$ cat src/rtl/mem_arbiter.sv
// mem_arbiter: two-port (fetch/data) arbiter onto a single-request memory with wait timeout
module mem_arbiter #(
   parameter int ADDR_W  = 32,
   parameter int TIMEOUT = 15
) (
   input  logic              clk,
   input  logic              reset,
   input  logic              if_req,
   input  logic [ADDR_W-1:0] if_addr,
   output logic              if_ack,
   output logic [31:0]       if_rdata,
   input  logic              d_req,
   input  logic              d_we,
   input  logic [ADDR_W-1:0] d_addr,
   input  logic [31:0]       d_wdata,
   output logic              d_ack,
   output logic [31:0]       d_rdata,
   output logic              err,
   output logic              mem_req,
   output logic              mem_we,
   output logic [ADDR_W-1:0] mem_addr,
   output logic [31:0]       mem_wdata,
   input  logic              mem_ready,
   input  logic [31:0]       mem_rdata
);
   localparam logic [1:0] IDLE  = 2'd0;
   localparam logic [1:0] ISSUE = 2'd1;
   localparam logic [1:0] DONE  = 2'd2;
   localparam logic [7:0] TMO   = 8'(TIMEOUT);

   logic [1:0]  state;
   logic [7:0]  cnt;
   logic        last_d;
   logic        cur_d;
   logic        grant_d;
   logic        timeout;
   logic [31:0] cap_data;

   // Winner when both request: the port that was not granted last time.
   assign grant_d  = (if_req && d_req) ? !last_d : d_req;
   assign timeout  = (cnt + 8'd1) == TMO;
   assign cap_data = mem_ready ? mem_rdata : 32'd0;

   // Control FSM, latched memory request and completion outputs.
   always_ff @(posedge clk or posedge reset) begin
      if (reset) begin
         state     <= IDLE;
         cnt       <= 8'd0;
         last_d    <= 1'b1;
         cur_d     <= 1'b0;
         mem_req   <= 1'b0;
         mem_we    <= 1'b0;
         mem_addr  <= '0;
         mem_wdata <= 32'd0;
         if_ack    <= 1'b0;
         d_ack     <= 1'b0;
         err       <= 1'b0;
         if_rdata  <= 32'd0;
         d_rdata   <= 32'd0;
      end else begin
         case (state)
            IDLE: begin
               if (if_req || d_req) begin
                  state     <= ISSUE;
                  cnt       <= 8'd0;
                  cur_d     <= grant_d;
                  last_d    <= grant_d;
                  mem_req   <= 1'b1;
                  mem_addr  <= grant_d ? d_addr : if_addr;
                  mem_we    <= grant_d && d_we;
                  mem_wdata <= (grant_d && d_we) ? d_wdata : 32'd0;
               end
            end
            ISSUE: begin
               if (!mem_ready)
                  cnt <= cnt + 8'd1;
               if (mem_ready || timeout) begin
                  state   <= DONE;
                  mem_req <= 1'b0;
                  if_ack  <= !cur_d;
                  d_ack   <= cur_d;
                  err     <= !mem_ready;
                  if (!cur_d)
                     if_rdata <= cap_data;
                  else if (!mem_we)
                     d_rdata <= cap_data;
               end
            end
            DONE: begin
               state  <= IDLE;
               if_ack <= 1'b0;
               d_ack  <= 1'b0;
               err    <= 1'b0;
            end
            default: begin
               state   <= IDLE;
               mem_req <= 1'b0;
               if_ack  <= 1'b0;
               d_ack   <= 1'b0;
               err     <= 1'b0;
            end
         endcase
      end
   end
endmodule

$ cat config.mk
export PLATFORM = sky130hd
export DESIGN_NAME = mem_arbiter
export DESIGN_NICKNAME = d
export VERILOG_FILES = /design/src/rtl/mem_arbiter.sv
export SDC_FILE = /design/constraint.sdc
export NUM_CORES = 1
export LEC_CHECK = 0
export BUFFER_PORTS_ARGS = -buffer_cell sky130_fd_sc_hd__buf_2
export CAP_MARGIN = 20
export CORE_AREA = 3 3 96 190
export CTS_CLUSTER_SIZE = 8
export DETAILED_ROUTE_END_ITERATION = 16
export DIE_AREA = 0 0 99 193
export PLACE_DENSITY_LB_ADDON = 0.15
export SLEW_MARGIN = 20
export SYNTH_ARGS = -nofsm -noshare
export SYNTH_HDL_FRONTEND = slang
export SYNTH_SLANG_ARGS = --single-unit
$ cat constraint.sdc
create_clock -name clk -period 5.1 [get_ports clk]
set_clock_uncertainty 0.15 [all_clocks]
set_input_delay 0.255 -clock clk [delete_from_list [all_inputs] [get_ports clk]]
set_output_delay 0.255 -clock clk [all_outputs]
set_load 0.01 [all_outputs]
After elaboration in Yosys (flattened, before gate mapping) --
Index checks and enable logic that the tools add are counted.
Operators by class: $add $sub $neg 1, $mul 0, divide/modulo/power cells 0, $lt $le $gt $ge 0, equality and inequality tests 6, shift operators 0, mux-type cells 19, bitwise gates (word level) 4, reductions and logical operators 16
Operator list (count):
- 32-bit 2-to-1 mux | 3
- 8-bit 2-to-1 mux | 2
- 8-bit one-hot mux with 2 select lines | 1
- 3-bit AND reduction | 3
- 8-bit by 1-bit adder with 8-bit output (second input constant) | 1
- 8-bit by 4-bit == test with 1-bit output (second input constant) | 1
- 1-bit 2-to-1 mux | 6
- 2-bit inequality test (second input constant) | 3
- 1-bit one-hot mux with 2 select lines | 3
- 2-bit AND reduction | 3
- 2-bit 2-to-1 mux | 2
- 1-bit NOT | 4
- 2-bit one-hot mux with 2 select lines | 1
- 4-bit AND reduction | 1
- 1-bit zero test | 3
- 1-bit one-hot mux with 3 select lines | 1
- 2-bit by 1-bit == test with 1-bit output (second input constant) | 1
- 2-bit == test (second input constant) | 1
- 1-bit logical AND | 2
- 2-bit zero test | 1
- 1-bit logical OR | 2
- 2-bit nonzero test | 1
Word-level totals: register bits 145, bits in latches 0, bits in writable memories 0, bits in read-only memories 0, output and inout port bits 133, memories kept 0

Logic depth before layout (Yosys ltp) --
depth in word-level cells 5, mapped depth 7

Worst setup path before layout --
OpenSTA, ideal clock, no wires.
kind register -> register, start register cnt[0], end register d_rdata[21], arrival 1.503 ns, data required time 4.796 ns, slack 3.293 ns, cell stages (with the launch flop) 8, clock period less this slack 1.807 ns, path through dfrtp_1 -> inv_1 -> ha_1 -> nor3b_1 -> nand3_2 -> nor2_4 -> buf_6 -> o311ai_2
On the way: word-level cells in the longest chain between the ends 4
RTL lines:
- from (decl) | RTL line 32 | logic [7:0] cnt;
- from (signal assigned) | RTL line 76 | cnt <= cnt + 8'd1;
- 8-bit by 1-bit adder with 8-bit output | RTL line 41 | assign timeout = (cnt + 8'd1) == TMO;
- 8-bit by 4-bit == test with 1-bit output | RTL line 41
- 1-bit logical OR | RTL line 77 | if (mem_ready || timeout) begin
- 4-bit AND reduction (no line)
- to (signal assigned) | RTL line 86 | d_rdata <= cap_data;
- to (decl) | RTL line 17 | output logic [31:0] d_rdata,
Every way passes these cells. A chain may end at the register's enable or synchronous reset.

Worst setup path after layout --
start register state[1], end register d_rdata[4]
On the way: word-level cells in the longest chain between the ends 2
RTL lines:
- from (decl) | RTL line 31 | logic [1:0] state;
- from (signal assigned) | RTL line 47 | state <= IDLE;
- from (signal assigned) | RTL line 64 | state <= ISSUE;
- from (signal assigned) | RTL line 78 | state <= DONE;
- 2-bit by 1-bit == test with 1-bit output | RTL line 61 | case (state)
- 4-bit AND reduction (no line)
Every way passes these cells.

==> results.json <==
{
  "rows": 67,
  "p_leak_uw": 0.005053,
  "cp.arrival_ns": 3.15,
  "synth.distinct_cells": 46,
  "io_pins": 267,
  "cts.clk_slew.worst_paths_ns": 0.06,
  "yosys.area.top_type": "dfrtp_1",
  "holdPathStages": 3,
  "hold_path_end": "mem_addr[13]",
  "grt_max_degree": 98,
  "reg2reg_from": "state[1]",
  "finalCritPeriodShare": 0.5848,
  "crit_path_top_delay_cell": "nor2_4",
  "num_vias": 6166,
  "place_congestion": 0.8255,
  "min_from": "if_addr[13]",
  "die_w_microns": 99,
  "nets": 1125,
  "mostFrequentLayoutCells": "buf_2 (266), dfrtp_1 (144), dlygate4sd3_1 (125)",
  "drt_iter0_drc": 200,
  "cts_tree": "done",
  "die_area_sq_mm": 0.01911,
  "rsz0062_at_grt": "no",
  "ir_drop_v": 0.0003086,
  "ys_top_cells_by_area": "dfrtp_1 (53%), o311ai_2 (6.0%), nand2_1 (5.8%)",
  "syn_avg_cell_area_sq_um": 10.93,
  "grt_pass1_vias": 6607,
  "cp-start-kind": "register",
  "drive_gt1_frac": 0.3493,
  "htree_levels": 4,
  "cts_buffers": 17,
  "clk_path_buf_depth": 2,
  "cp_slowest_stage_delay_ns": 0.94,
  "die_h_microns": 193,
  "grt_usage": 0.2179,
  "rr_worst_depth": 4,
  "crit_type": "reg2reg",
  "fillCellCount": 1378,
  "mostFrequentLayoutCell": "buf_2",
  "setup_viol": 0,
  "cp-end-kind": "register",
  "ys_seq_elements": 145,
  "clock_sinks": 145,
  "max_slew_margin": 0.3744,
  "status": "finished clean",
  "root_buffer": "clkbuf_16",
  "initial_core_util": 0.4016,
  "antenna_found_initial": 0,
  "setup_tns_ns": 0,
  "fmax_ghz": 0.3353,
  "num_antenna_cells": 0,
  "via_per_inst": 5.100,
  "fin_crit_ns": 2.983,
  "maxSlewViolCount": 0,
  "ys_seq_area_frac": 0.5363,
  "wl_microns": 20560,
  "postCtsSetupRepairBufs": 0,
  "area_growth_syn_to_layout_pct": 47.81,
  "grt_pass1_wl_microns": 33200,
  "reg2reg_slack_ns": 2.12,
  "path_delay_family": "simple AND/OR/NAND/NOR gates",
  "drv_cap": 0,
  "crit_start": "state[1]",
  "wire_per_inst_microns": 17.00,
  "path_cells": "nand4bb_2, nor2_4, nand2_1, o311ai_4",
  "worst_ep_required_time_ns": 5.26,
  "dp_hpwl_microns": 13750,
  "clock_latency_ns": 0.42,
  "syn_inst": 619,
  "tightest_slew_ns": 0.9378,
  "port_buffers": 266,
  "fin_util": 0.5937,
  "ant_nets": 0,
  "hold_ws_ns": 0.009830,
  "yosysWarningCount": 0,
  "crit_path_max_fanout": 33,
  "hold_viol_final": 0,
  "syn-num-nets": 755,
  "drc": 0,
  "critPathBufInv": 0,
  "grt_overflow": 0,
  "drtPass1Iterations": 4,
  "yosys.area.top_type_share": 0.5324,
  "syn_area_sq_mm": 0.006768,
  "min_path_type": "in2reg",
  "p_per_area_mw_per_mm2": 535.7,
  "core_sq_mm": 0.01685,
  "r2r-end": "d_rdata[4]",
  "cp.depth": 4
}
==> worst register-to-register path, delay by kind of cell (launching register included) <==
| kind | cells | cell delay [ns] |
|---|---|---|
| DFF | 1 | 0.52 |
| AOI/OAI and AO/OA | 1 | 0.13 |
| and+or+nand+nor | 3 | 2.08 |
==> metal layers <==
layer	track usage	up-vias	part of all wire
met5	0	-	0
met4	0.09890	0	0.031
met1	0.2344	2986	0.37
met2	0.3992	246	0.54
li1	-	2889	-
met3	0.05149	45	0.061
==> where the power goes <==
group          internal [uW]  switching, uW  total [uW]
clock                    786            506        1290
combinational            936           1170        2100
sequential              1610            347        1960
total                   3340           2020        5360
==> registers in the layout (all words and copies together) (netlist names) <==
name       count
mem_wdata     32
if_rdata      32
cur_d          1
mem_addr      32
err            1
d_rdata       32
cnt            8
mem_we         1
last_d         1
if_ack         1
mem_req        1
d_ack          1
state          2
==> logic make-up (layout without fill, tap and decap cells) <==
| family | after synthesis | count (layout) | share of synthesized area |
|---|---|---|---|
| multiplexers | 34 | 34 | 0.05047 |
| AND/OR/NAND/NOR | 134 | 134 | 0.09096 |
| buffers and inverters | 114 | 497 | 0.08024 |
| XOR/XNOR | 3 | 3 | 0.006657 |
| adder cells (fa/ha/maj) | 2 | 2 | 0.003697 |
| AO/OA/AOI/OAI | 187 | 187 | 0.2317 |
| flip-flops | 145 | 145 | 0.5363 |
==> final cells by class <==
class	count	area, sq um	share of cell area
Sequential cell	145	3630	0.3629
Timing Repair Buffer	398	2643	0.2642
Multi-Input combinational cell	360	2614	0.2613
Clock buffer	20	446.7	0.04465
Tap cell	207	259.0	0.02589
Inverter	67	256.5	0.02564
Clock inverter	12	155.1	0.01551
==> timing repair <==
action | in CTS | in global routing
resized for setup | 0 | 0
hold buffers | 125 | 0
hold endpoints to repair | 221 | 0
==> worst max path at each step <==
stage	end
detailed placement	d_rdata[4]
CTS	d_rdata[4]
finish	d_rdata[4]
global placement	d_rdata[20]
global route	d_rdata[4]
floorplan	cnt[0]
==> synthesized netlist by cell type (all sizes together) <==
cell type,instances
a21boi,1
a21o,1
a21oi,5
a22o,33
a22oi,32
a31oi,3
and3,3
and3b,1
buf,35
clkbuf,12
dfrtp,144
dfstp,1
ha,2
inv,67
mux2,1
mux2i,33
nand2,105
nand2b,2
nand3,3
nand4,3
nand4bb,1
nor2,7
nor2b,1
nor3,1
nor3b,4
o21a,1
o21ai,77
o311ai,32
o31ai,1
o41ai,1
or2,1
or3b,2
xnor2,2
xor2,1
==> stage by stage <==
step	cells	setup WS, ns	power (uW)	instance area [sq um]
2_1_floorplan	619	0.8020	3195	6768
3_3_place_gp	1051	2.249	3887	8135
3_5_place_dp	1052	2.051	3986	8150
4_1_cts	1209	2.030	5405	10000
5_1_grt	1209	1.821	5717	10000
6_report	1209	2.117	5359	10000
(Power assumes the default switching activity.)
